File: src/rtl/number_cruncher_n.sv
// number_cruncher_n: parametrised two-cycle accumulator CPU (A, B, O, carry) with run/step control.
// Optional retired-instruction counter enabled by defining NUMBER_CRUNCHER_N_RETIRE_CNT_EN.
module number_cruncher_n #(
  parameter int DATA_W = 4,
  parameter int ADDR_W = 4,
  localparam int IMM_W = (DATA_W > ADDR_W) ? DATA_W : ADDR_W,
  localparam int INSTR_W = IMM_W + 6
) (
  input  logic               clk,
  input  logic               rst,
  input  logic               run,
  input  logic               step,
  output logic [ADDR_W-1:0]  imem_addr,
  input  logic [INSTR_W-1:0] imem_data,
  output logic [INSTR_W-1:0] op_code_o,
  output logic [ADDR_W-1:0]  pc_o,
  output logic [DATA_W-1:0]  reg_o,
  output logic               carry_o,
  output logic               busy,
  output logic               halted,
  output logic [15:0]        retired_cnt
);

  localparam logic [1:0] ST_IDLE  = 2'd0;
  localparam logic [1:0] ST_FETCH = 2'd1;
  localparam logic [1:0] ST_EXEC  = 2'd2;
  localparam logic [1:0] ST_HALT  = 2'd3;

  localparam logic [1:0] D_A    = 2'b00;
  localparam logic [1:0] D_B    = 2'b01;
  localparam logic [1:0] D_O    = 2'b10;

  logic [1:0]         state_q, state_d;
  logic [ADDR_W-1:0]  pc_q, pc_d;
  logic [DATA_W-1:0]  a_q, a_d;
  logic [DATA_W-1:0]  b_q, b_d;
  logic [DATA_W-1:0]  o_q, o_d;
  logic               carry_q, carry_d;
  logic [INSTR_W-1:0] op_q, op_d;
  logic               step_mode_q, step_mode_d;
  logic               busy_q, halted_q;

  logic               f_j, f_c, f_s, f_sub;
  logic [1:0]         f_dst;
  logic [IMM_W-1:0]   f_imm;
  logic               is_halt;
  logic [DATA_W-1:0]  b_operand;
  logic [DATA_W:0]    alu_sum;
  logic [DATA_W-1:0]  wr_val;
  logic [ADDR_W-1:0]  pc_inc;

  assign f_j     = imem_data[INSTR_W-1];
  assign f_c     = imem_data[INSTR_W-2];
  assign f_dst   = imem_data[INSTR_W-3:INSTR_W-4];
  assign f_s     = imem_data[INSTR_W-5];
  assign f_sub   = imem_data[INSTR_W-6];
  assign f_imm   = imem_data[IMM_W-1:0];
  assign is_halt = f_j & f_c;

  // Subtraction is A + ~B + 1, so the carry out doubles as "no borrow".
  assign b_operand = f_sub ? ~b_q : b_q;
  assign alu_sum   = {1'b0, a_q} + {1'b0, b_operand} + {{DATA_W{1'b0}}, f_sub};
  assign wr_val    = f_s ? f_imm[DATA_W-1:0] : alu_sum[DATA_W-1:0];
  assign pc_inc    = pc_q + {{(ADDR_W-1){1'b0}}, 1'b1};

  // Next-state logic for the control FSM and the architectural registers.
  always_comb begin
    state_d     = state_q;
    pc_d        = pc_q;
    a_d         = a_q;
    b_d         = b_q;
    o_d         = o_q;
    carry_d     = carry_q;
    op_d        = op_q;
    step_mode_d = step_mode_q;
    case (state_q)
      ST_IDLE: begin
        if (run) begin
          state_d     = ST_FETCH;
          step_mode_d = 1'b0;
        end else if (step) begin
          state_d     = ST_FETCH;
          step_mode_d = 1'b1;
        end else begin
          state_d     = ST_IDLE;
        end
      end
      ST_FETCH: begin
        state_d = ST_EXEC;
      end
      ST_EXEC: begin
        op_d = imem_data;
        if (is_halt) begin
          state_d = ST_HALT;
        end else begin
          case (f_dst)
            D_A:     a_d = wr_val;
            D_B:     b_d = wr_val;
            D_O:     o_d = a_q;
            default: o_d = o_q;
          endcase
          if (!f_s && ((f_dst == D_A) || (f_dst == D_B))) begin
            carry_d = alu_sum[DATA_W];
          end else begin
            carry_d = carry_q;
          end
          // Conditional jump tests the flag as it stood before this instruction.
          if (f_j && !f_c) begin
            pc_d = f_imm[ADDR_W-1:0];
          end else if (!f_j && f_c && carry_q) begin
            pc_d = f_imm[ADDR_W-1:0];
          end else begin
            pc_d = pc_inc;
          end
          if (step_mode_q || !run) begin
            state_d = ST_IDLE;
          end else begin
            state_d = ST_FETCH;
          end
        end
      end
      ST_HALT: begin
        state_d = ST_HALT;
      end
      default: begin
        state_d = ST_IDLE;
      end
    endcase
  end

  // State and register update; reset overrides any write in flight.
  always_ff @(posedge clk) begin
    if (rst) begin
      state_q     <= ST_IDLE;
      pc_q        <= {ADDR_W{1'b0}};
      a_q         <= {DATA_W{1'b0}};
      b_q         <= {DATA_W{1'b0}};
      o_q         <= {DATA_W{1'b0}};
      carry_q     <= 1'b0;
      op_q        <= {INSTR_W{1'b0}};
      step_mode_q <= 1'b0;
      busy_q      <= 1'b0;
      halted_q    <= 1'b0;
    end else begin
      state_q     <= state_d;
      pc_q        <= pc_d;
      a_q         <= a_d;
      b_q         <= b_d;
      o_q         <= o_d;
      carry_q     <= carry_d;
      op_q        <= op_d;
      step_mode_q <= step_mode_d;
      busy_q      <= (state_d == ST_FETCH) || (state_d == ST_EXEC);
      halted_q    <= (state_d == ST_HALT);
    end
  end

`ifdef NUMBER_CRUNCHER_N_RETIRE_CNT_EN
  logic [15:0] cnt_q, cnt_d;

  // Counter advances once per EXEC cycle, HALT included, wrapping naturally.
  always_comb begin
    if (state_q == ST_EXEC) begin
      cnt_d = cnt_q + 16'd1;
    end else begin
      cnt_d = cnt_q;
    end
  end

  // Retired-instruction counter register.
  always_ff @(posedge clk) begin
    if (rst) begin
      cnt_q <= 16'd0;
    end else begin
      cnt_q <= cnt_d;
    end
  end

  assign retired_cnt = cnt_q;
`else
  assign retired_cnt = 16'd0;
`endif

  assign imem_addr = pc_q;
  assign pc_o      = pc_q;
  assign reg_o     = o_q;
  assign carry_o   = carry_q;
  assign op_code_o = op_q;
  assign busy      = busy_q;
  assign halted    = halted_q;

endmodule
File: config.mk
export PLATFORM = sky130hd
export DESIGN_NAME = number_cruncher_n
export DESIGN_NICKNAME = d
export VERILOG_FILES = /design/src/rtl/number_cruncher_n.sv
export SDC_FILE = /design/constraint.sdc
export NUM_CORES = 1
export LEC_CHECK = 0
export ABC_AREA = 1
export CAP_MARGIN = 40
export CORE_MARGIN = 8
export CORE_UTILIZATION = 39
export DETAILED_ROUTE_END_ITERATION = 16
export PLACE_DENSITY_LB_ADDON = 0.08
export REMOVE_ABC_BUFFERS = 1
export SLEW_MARGIN = 0
export SYNTH_ARGS = -nofsm -noshare
export SYNTH_HDL_FRONTEND = slang
export SYNTH_SLANG_ARGS = --single-unit
File: constraint.sdc
create_clock -name clk -period 3.6 [get_ports clk]
set_input_delay 0.72 -clock clk [delete_from_list [all_inputs] [get_ports clk]]
set_output_delay 0.72 -clock clk [all_outputs]
set_load 0.01 [all_outputs]
=== Word level (Yosys, flattened, before mapping) ===
Index checks and enable logic that the tools add are counted.

* Bits in registers: 32
* Input bits: 14
* Output and inout bits: 41
* Word-level logic and storage cells: 55

* $add $sub $neg: 3
* Equality and inequality tests: 8
* Muxes and demuxes: 11
* Bitwise operators: 3
* Reduce and logical (&&, ||, !) cells: 20

{| class="wikitable"
|+ Operator list
! operator !! count
|-
| $mux W4 || 4
|-
| $reduce_and A3 Y1 || 4
|-
| $eq A2 B2 Y1 const B || 5
|-
| $pmux W2 S4 || 1
|-
| $eq A2 B1 Y1 const B || 3
|-
| $add A4 B4 Y5 || 1
|-
| $add A5 B1 Y5 || 1
|-
| $mux W1 || 5
|-
| $add A4 B1 Y4 const B || 1
|-
| $logic_and A1 B1 Y1 || 4
|-
| $logic_not A1 Y1 || 4
|-
| $logic_not A2 Y1 || 2
|-
| $not A4 Y4 || 1
|-
| $reduce_and A2 Y1 || 2
|-
| $logic_or A1 B1 Y1 || 3
|-
| $mux W2 || 1
|-
| $reduce_bool A2 Y1 || 1
|-
| $and A1 B1 Y1 || 1
|-
| $not A1 Y1 || 1
|}

=== Logic depth before layout (Yosys ltp) ===
* Depth in word-level cells: 7
* Mapped depth: 13
* Mapped depth without buffers: 12

=== Least setup slack after synthesis ===
Ideal clock, no wire load.

* Path type: in2reg
* Start: input port imem_data[4]
* End: register a_q[3]
* Arrival time: 1.899 ns
* Required time: 3.491 ns
* Slack: 1.592 ns
* Cell stages on the path: 9
* Buffers on the path: 1
* Path through: clkbuf_1 > xor2_1 > ha_1 > a21oi_1 > nand3_1 > nand3_1 > nand3_1 > nand2_1 > inv_1

* Word-level cells in the longest chain between the ends: 4

{| class="wikitable"
|+ RTL lines
! item !! RTL line !! source
|-
| start, declared || 14 || <nowiki>input logic [INSTR_W-1:0] imem_data,</nowiki>
|-
| $mux W4 || 61 || <nowiki>assign b_operand = f_sub ? ~b_q : b_q;</nowiki>
|-
| $add A4 B4 Y5 || 62 || <nowiki>assign alu_sum = {1'b0, a_q} + {1'b0, b_operand} + {{DATA_W{1'b0}}, f_sub};</nowiki>
|-
| $add A5 B1 Y5 * || 62 ||
|-
| $mux W4 * || 63 || <nowiki>assign wr_val = f_s ? f_imm[DATA_W-1:0] : alu_sum[DATA_W-1:0];</nowiki>
|-
| end signal, assigned || 136 || <nowiki>a_q <= {DATA_W{1'b0}};</nowiki>
|-
| end, declared || 35 || <nowiki>logic [DATA_W-1:0] a_q, a_d;</nowiki>
|}

Mark *: on every way between the ends. The rest lies on a longest branch, timed or not.
A chain may end at the register's enable or synchronous reset.

=== Worst setup path after layout ===
* Start: input port imem_data[4]
* End: register b_q[1]

* Word-level cells in the longest chain between the ends: 4

{| class="wikitable"
|+ RTL lines
! item !! RTL line !! source
|-
| $mux W4 || 61 ||
|-
| $add A4 B4 Y5 || 62 ||
|-
| $add A5 B1 Y5 * || 62 ||
|-
| $mux W4 * || 63 ||
|-
| end signal, assigned || 137 || <nowiki>b_q <= {DATA_W{1'b0}};</nowiki>
|-
| end, declared || 36 || <nowiki>logic [DATA_W-1:0] b_q, b_d;</nowiki>
|}

Marked as above.

==> qor.yml <==
cts_tree: "built"
cts.path.max_buffers: 2
clkPwrFrac_pct: 42.9
grt_max_degree: 23
rsz0062_at_grt: "false"
hold_viol: 0
startpoint_type: "input pin"
cts_buffers: 5
clock_latency_ns: 0.28
p_leak_nw: 0.9425
status: "finished clean"
combPwrFrac_pct: 14.3
grt_overflow: 0
yosysUniqueCellTypes: 26
htree_levels: 2
yosysWarnings: 0
vias: 1398
drive_above_1_share_pct: 7.451
critPathTopFamily: "buffers and inverters"
powerDensity_mw_per_mm2: 416.6
antenna_found_initial: 0
synth_ff_type: "dfxtp_1"
timing.slew.headroom_pct: 58.53
rows: 23
synth-edff-count: 0
drtIter0Drc: 48
ys_seq_area_share_pct: 38.53
synth_async_sr_flop_share_pct: 0
path_cells: "clkdlybuf4s50_1 > xnor2_1 > fa_1 > o21ai_0 > o21ai_1 > nor2_1"
grt_pass1_wl_mm: 6.182
fin_crit_ns: 2.299
synth-seq-cells: 32
tightest_slew_ns: 0.6213
synth_area_leaders: "dfxtp_1 (39%), buf_4 (9.0%), nor2_1 (7.0%)"
p_int_mw: 0.6679
path_buf_inv: 1
post_cts_resized: 0
end_kind: "register"
routedWlPerCell_um: 12.69
hold_class: "reg -> reg"
finalCritPeriodShare_pct: 63.87
power.switching_mw: 0.2145
pin_count: 55
fin_util_pct: 52.20
max_freq_mhz: 434.9
postCtsSetupRepairBufs: 0
setup_viol: 0
synth_top_area_cell: "dfxtp_1"
seqPwrFrac_pct: 42.9
clkTransAtPathRegs_ns: 0.07
syn_area_sq_mm: 0.001663
dp_hpwl_mm: 3.049
drt_first_pass_iters: 4
vias_per_cell: 4.584
gp_congestion: 0.7418
skew_ns: 0.007220
diodes: 0
holdWs_ns: 0.4803
fillers: 407
arrival_ns: 2.52
cts.sinks: 32
portBuffers: 38
syn_inst: 219
cts_root_buf: "clkbuf_8"
synth_top_area_share_pct: 38.53
cp.required_ns: 3.82
path_max_fanout: 5
grt_pass1_vias: 1307
switching_share_pct: 24.31
die_w_um: 81.30
fin_setup_tns_ns: 0
start_util_pct: 40.98
drtAntennaViolNets: 0
nNetsFinal: 275
worstSetupPathType: "in -> reg"
cap_violations: 0
critical_path.max_stage_delay_ns: 0.52
dieArea_sq_mm: 0.006609
syn_to_final_growth_pct: 27.39
die_h_um: 81.30
ir_drop_mv: 0.2152
power_mw: 0.8824
core_sq_mm: 0.004058
syn_area_per_cell_sq_um: 7.593
cts_hold_buf: 0
cp_slowest_cell: "clkdlybuf4s50_1"
slew_viol_final: 0
drc_errors: 0
grt.total_usage_pct: 12.10
drt-total-wl_mm: 3.869
-- flip-flops by register name, summed over array words and instances, names as in the netlist --
| name | count |
|---|---|
| op_code_o | 10 |
| state_q | 2 |
| step_mode_q | 1 |
| carry_o | 1 |
| busy | 1 |
| imem_addr | 4 |
| halted | 1 |
| b_q | 4 |
| reg_o | 4 |
| a_q | 4 |
-- final timing paths --
check | from | to | slack (ns) | depth (start not counted)
setup / recovery | imem_data[4] | b_q[1] | 1.30 | 6
hold / removal | carry_o | carry_o | 0.48 | 2
setup reg to reg | b_q[1] | b_q[1] | 1.98 | 5
hold reg to reg | carry_o | carry_o | 0.48 | 2
-- per-layer routing --
metal,vias to the layer above,wire (um),global-route usage [%]
met5,-,0,0
met4,0,48,4.286
met3,8,307,4.415
met2,40,1768,19.09
met1,617,1745,14.76
li1,733,-,-
-- cells in the mapped netlist (all sizes together), types with 2 or more instances --
master,n
nand3,7
nor2,33
a21oi,19
o21ai,32
dfxtp,32
xnor2,4
ha,6
nand2,25
inv,25
clkbuf,4
xor2,3
a211oi,2
nor3,3
buf,21
-- logic make-up (layout without fill, tap and decap cells) --
| logic type | after synthesis | in the layout | share of synthesized area, % |
|---|---|---|---|
| compound gates | 53 | 53 | 16.25 |
| xor+xnor | 7 | 7 | 3.687 |
| fa+ha+maj | 7 | 7 | 5.719 |
| buf+inv | 51 | 72 | 16.33 |
| flops | 32 | 32 | 38.52 |
| other cells | 1 | 16 | 0.2255 |
| simple gates | 68 | 68 | 19.26 |
-- tightest hold or removal path, cell delays in order, from the launching register on --
cell and delay [ns]:
dfxtp_1 0.33, inv_1 0.05, a21oi_1 0.05
-- through the flow --
| step | worst slack (ns) | instances | instance area (sq um) |
|---|---|---|---|
| final | 1.301 | 305 | 2118 |
| after global routing | 1.145 | 305 | 2118 |
| after CTS | 1.306 | 305 | 2118 |
| after detailed placement | 1.003 | 297 | 1992 |
| after global placement | 1.066 | 297 | 1992 |
| after floorplan | 1.782 | 209 | 1549 |
-- power by group through the flow --
stage | clock network (mW) | logic (mW) | registers (mW)
floorplan | 0 | 0.0615 | 0.391
CTS | 0.388 | 0.127 | 0.378
detailed placement | 0 | 0.126 | 0.386
finish | 0.378 | 0.126 | 0.378
global placement | 0 | 0.125 | 0.386
global route | 0.401 | 0.142 | 0.380
-- cell type report --
class	instances	area, sq um	area share [%]
Timing Repair Buffer	38	380.4	17.96
Sequential cell	32	640.6	30.24
Clock buffer	7	96.34	4.548
Tap cell	50	62.56	2.953
Clock inverter	1	30.03	1.418
Multi-Input combinational cell	151	807.0	38.10
Inverter	26	101.3	4.784
-- layout by cell type (no fill, tap or decap) --
| cell | count |
|---|---|
| clkdlybuf4s50_1 | 38 |
| dfxtp_1 | 32 |
| nor2_1 | 31 |
| nand2_1 | 24 |
| o21ai_0 | 23 |
| inv_1 | 21 |
| a21oi_1 | 19 |
| conb_1 | 16 |
| o21ai_1 | 9 |
| clkbuf_8 | 7 |
| nand3_1 | 6 |
| ha_1 | 6 |
| xnor2_1 | 4 |
| xor2_1 | 3 |
| inv_2 | 3 |
| nor3_4 | 2 |
| a211oi_1 | 2 |
| nor2_4 | 1 |
| nand2_4 | 1 |
| inv_4 | 1 |
| nand3_4 | 1 |
| clkinv_2 | 1 |
| nor2_2 | 1 |
| nor3_1 | 1 |
| fa_1 | 1 |
| bufinv_16 | 1 |
Note: power is estimated with default switching activity, not from simulation.
